<file path="config.mk">
export PLATFORM = sky130hd
export DESIGN_NAME = nv_nvdla_mcif_read_eg_rsp_pipe
export DESIGN_NICKNAME = d
export VERILOG_FILES = /design/src/rtl/nv_nvdla_mcif_read_eg_rsp_pipe.sv
export SDC_FILE = /design/constraint.sdc
export NUM_CORES = 1
export LEC_CHECK = 0
export ABC_AREA = 0
export CORE_AREA = 8 8 408 410
export DETAILED_ROUTE_END_ITERATION = 10
export DIE_AREA = 0 0 416 418
export DONT_BUFFER_PORTS = 1
export PLACE_DENSITY = 0.39
export REMOVE_ABC_BUFFERS = 1
export SLEW_MARGIN = 20
export SYNTH_ARGS = -nofsm -noshare
export SYNTH_HDL_FRONTEND = slang
export SYNTH_SLANG_ARGS = --single-unit
</file>
<file path="constraint.sdc">
create_clock -name nvdla_core_clk -period 40.9 [get_ports nvdla_core_clk]
set_input_delay 8.18 -clock nvdla_core_clk [delete_from_list [all_inputs] [get_ports nvdla_core_clk]]
set_output_delay 8.18 -clock nvdla_core_clk [all_outputs]
set_load 0.1 [all_outputs]
</file>
<file path="src/rtl/nv_nvdla_mcif_read_eg_rsp_pipe.sv">
// Read-return egress pipe: 2-entry registered FIFO from NoC beats to DMA responses, plus outstanding-beat tracking.
// Optional error flags are built in when NVDLA_MCIF_RSP_ERR_CHK_EN is defined.
module nv_nvdla_mcif_read_eg_rsp_pipe #(
    parameter int DW     = 512,
    parameter int SIZE_W = 13,
    parameter int CNT_W  = 16
) (
    input  logic              nvdla_core_clk,
    input  logic              nvdla_core_rst,
    input  logic              req_accept,
    input  logic [SIZE_W-1:0] req_size,
    input  logic              noc2mcif_rd_valid,
    output logic              noc2mcif_rd_ready,
    input  logic [DW-1:0]     noc2mcif_rd_data,
    output logic              mcif2dma_rsp_valid,
    input  logic              mcif2dma_rsp_ready,
    output logic [DW-1:0]     mcif2dma_rsp_pd,
    output logic [CNT_W-1:0]  outstanding_beats,
    output logic              idle
`ifdef NVDLA_MCIF_RSP_ERR_CHK_EN
    ,
    output logic              err_unexp_beat,
    output logic              err_cnt_ovf
`endif
);

    localparam logic [CNT_W:0] CNT_MAX = {1'b0, {CNT_W{1'b1}}};

    // Handshakes: a beat transfers on an edge where valid and ready are both high;
    // valid never waits on ready, and both ready/valid here derive from registers only.
    logic [1:0]    count;
    logic [DW-1:0] head_q;
    logic [DW-1:0] tail_q;
    logic          push;
    logic          pop;

    assign noc2mcif_rd_ready  = (count != 2'd2);
    assign mcif2dma_rsp_valid = (count != 2'd0);
    assign mcif2dma_rsp_pd    = head_q;
    assign push = noc2mcif_rd_valid & noc2mcif_rd_ready;
    assign pop  = mcif2dma_rsp_valid & mcif2dma_rsp_ready;

    always_ff @(posedge nvdla_core_clk) begin
        if (nvdla_core_rst) begin
            count <= 2'd0;
        end else begin
            count <= count + {1'b0, push} - {1'b0, pop};
        end
    end

    // Storage is not reset; contents only matter while count says they are valid.
    always_ff @(posedge nvdla_core_clk) begin
        if (push && (count == 2'd0 || (count == 2'd1 && pop))) begin
            head_q <= noc2mcif_rd_data;
        end else if (pop && count == 2'd2) begin
            head_q <= tail_q;
        end
        if (push && count == 2'd1 && !pop) begin
            tail_q <= noc2mcif_rd_data;
        end
    end

    logic [CNT_W:0]   credit;
    logic [CNT_W:0]   gross;
    logic [CNT_W:0]   net;
    logic             cnt_unf;
    logic             cnt_ovf;
    logic [CNT_W-1:0] cnt_next;

    always_comb begin
        credit   = '0;
        if (req_accept) begin
            credit = {{(CNT_W + 1 - SIZE_W){1'b0}}, req_size} + {{CNT_W{1'b0}}, 1'b1};
        end
        gross    = {1'b0, outstanding_beats} + credit;
        cnt_unf  = push && (gross == '0);
        net      = gross - {{CNT_W{1'b0}}, push};
        cnt_ovf  = !cnt_unf && (net > CNT_MAX);
        cnt_next = net[CNT_W-1:0];
        if (cnt_unf) begin
            cnt_next = '0;
        end else if (cnt_ovf) begin
            cnt_next = {CNT_W{1'b1}};
        end
    end

    always_ff @(posedge nvdla_core_clk) begin
        if (nvdla_core_rst) begin
            outstanding_beats <= '0;
        end else begin
            outstanding_beats <= cnt_next;
        end
    end

    assign idle = (outstanding_beats == '0) && (count == 2'd0);

`ifdef NVDLA_MCIF_RSP_ERR_CHK_EN
    always_ff @(posedge nvdla_core_clk) begin
        if (nvdla_core_rst) begin
            err_unexp_beat <= 1'b0;
            err_cnt_ovf    <= 1'b0;
        end else begin
            if (cnt_unf) err_unexp_beat <= 1'b1;
            if (cnt_ovf) err_cnt_ovf    <= 1'b1;
        end
    end
`endif

endmodule

</file>
==> results by group <==
Outcome
  – Outcome: finished clean

Setup path
  – Crit-path slowest cell: buf_4
  – CP arrival: 12.79 ns
  – Kind of cell adding the most delay to the critical path: buffers and inverters
  – Critical path's largest stage delay: 0.88 ns
  – Peak fanout along the critical path: 72
  – Buffers and inverters on the worst path: 5
  – Setup CP Type: input port to flip-flop
  – Startpoint class of the critical path: input port
  – Most common cell on crit path: buf_4
  – Critical Path Sink Type: flip-flop
  – Worst Path Required: 41.35 ns
  – CP cell instances: nor2b_1, nor3b_2, buf_4, buf_4, buf_4, buf_4, buf_4, mux2_2

Final layout
  – Fin nets: 2509
  – Post-route cell area: 45100 um2
  – Register area: 31100 um2
  – Area Overhead vs Synth: 15.9%
  – Multi-input gate area: 7520 um2
  – Layout cells sized above 1: 34.6%
  – Layout filler cell count: 15800

STA
  – Fin crit share: 30.2%
  – Max_slew headroom: 22.2%
  – Final hold violations: 0
  – Max Slew Vio Count: 0
  – Setup TNS: 0 ns
  – Period minus WS final: 12.34 ns
  – Fmax: 81.1 MHz
  – Hold Slack: 0.527 ns
  – Worst-Margin Slew: 1.17 ns
  – Setup Skew: 0.0438 ns
  – RSZ-0062 raised after global routing: false
  – Setup violators final: 0

Clock tree
  – CTS H-tree depth: 3
  – Clock latency on the worst-skew pair: 0.72 ns
  – Hold buffer count at CTS: 0
  – CTS Buf Count: 114
  – Clk buf depth: 3
  – CTS tree: built
  – Cts repair resizes: 0
  – CTS root buf: clkbuf_16
  – TritonCTS sink count: 1042
  – Clock Pin Slew Worst Setup and Hold Paths: 0.06 ns
  – Setup Buffers After CTS: 0

Floorplanning
  – Starting density of the core: 24.4%
  – I/O pin count: 1061
  – Core Footprint: 160000 um2
  – Rows: 147
  – Die Width: 416 um
  – Full die area: 174000 um2
  – Die Y-Extent: 418 um

Synth
  – Cell Area, Synth: 38900 um2
  – Syn Inst Count: 1874
  – Netlist cell types: 62
  – Synth top area share: 79.0%
  – Syn. warnings: 0
  – Post-synth EDFFs: 1024
  – Post-synthesis sequential area ratio: 80.0%
  – Register bit total from synthesis: 1042
  – Top cells by area, synth: edfxtp_1, mux2_2, dfxtp_1
  – Synthesized area per cell: 20.8 um2
  – Ys async rst share: 0%
  – Synth Flop Type: edfxtp_1
  – Area leader, netlist: edfxtp_1

GRT
  – Vias in the first global route: 18400
  – Overflow after GRT: 0
  – First-pass GRT wire length: 161000 um
  – Largest net degree at the start of global routing: 73
  – GRT Total Usage: 12.7%
  – Initial antenna violation count: 4

Route
  – DRT antenna net count: 0
  – Via density: 4.30
  – WL final: 117000 um
  – Drt wl/cell: 28.2 um
  – DRC Markers: 0
  – First DRT Iteration DRCs: 1288
  – DR vias: 17800
  – Pre-antenna DRT Iters: 5

Pwr
  – Tot Pwr: 3830 uW
  – Leakage power: 0.0143 uW
  – Pwr Density: 85.0 nW/um2
  – Worst VDD drop: 43.5 uV

Run
  – Max-cap viol count: 0

Place
  – Post-DP Area: 41600 um2
  – GPL Wtd Cong: 0.840
  – Port Buffer Count: 0
  – Detail Placement HPWL: 85400 um

Min path
  – Min-delay worst type: flip-flop to flip-flop
-- cells in the mapped netlist, types with 3 or more instances --
cell type and count:
a211oi_1 3, a21boi_0 4, a21o_1 5, a21oi_1 25, a31oi_1 3, and2_1 16
and3_1 4, clkbuf_1 64, dfxtp_1 18, edfxtp_1 1024, ha_1 19, inv_1 12
mux2_2 512, nand2_1 18, nand2b_1 3, nand3_1 15, nor2_1 16, nor2b_1 5
nor3_1 9, nor4_1 7, o21ai_0 9, o31ai_1 3, or2_2 4, or3_1 4
or4_1 3, xnor2_1 21, xor2_1 9
-- layer usage --
metal  track usage (%)  wire (um)
met5                 0          0
met4              3.39       2410
met3              4.68       9370
met2              23.8      63500
met1              13.5      41500
-- kinds of logic after synthesis --
group	Yosys count	synth area share, %
fa+ha+maj	20	0.663
compound gates	76	1.35
flops	1042	80.0
buf+inv	77	0.753
simple gates	115	1.70
mux	513	14.8
xor+xnor	31	0.717
-- worst paths after layout --
kind                               endpoint  cells after the start  slack, ns                   from
max reg2reg  mcif2dma_rsp_pd[400]$_DFFE_PP_                      8      35.58    count[0]$_SDFF_PP0_
max          mcif2dma_rsp_pd[400]$_DFFE_PP_                      8      28.56     mcif2dma_rsp_ready
min reg2reg  mcif2dma_rsp_pd[402]$_DFFE_PP_                      1       0.53  tail_q[402]$_DFFE_PP_
min          mcif2dma_rsp_pd[402]$_DFFE_PP_                      1       0.53  tail_q[402]$_DFFE_PP_
-- cells in the final DEF (no fill, tap or decap), types with 9 or more instances in the layout --
cell type,instances
edfxtp_1,1024
mux2_2,512
clkbuf_16,114
clkinv_1,34
buf_4,33
clkbuf_1,27
a21oi_1,25
xnor2_1,21
ha_1,19
nand2_1,18
dfxtp_1,18
and2_1,16
nor2_1,16
nand3_1,15
clkinv_2,14
inv_1,12
o21ai_0,9
xor2_1,9
-- where the power goes --
group          switching, uW  leakage, uW  internal, uW
clock network            428      0.00169           550
logic                    280      0.00292           166
registers                979      0.00973          1430
-- through the flow --
stage               utilization [%]  setup WS [ns]  cells
floorplan                         -         -20.04   1809
global placement               26.0          27.83   3929
detailed placement             26.0          27.71   3929
CTS                            28.2          28.56   4137
global route                   28.2          28.22   4137
finish                         28.2          28.56   4139
-- area by class of cell --
type | count | area share [%]
antenna | 2 | 0.0111
clock buffer | 141 | 6.55
clock inverter | 67 | 1.24
inverter | 12 | 0.0999
multi-input combinational | 755 | 16.7
sequential | 1042 | 69.0
tap | 2086 | 5.79
timing repair buffer | 34 | 0.611
-- state kept, by name, indices dropped and copies added, names as in the netlist --
register           flops
count                  2
mcif2dma_rsp_pd      512
outstanding_beats     16
tail_q               512
Power figures use the tool's default switching activity.
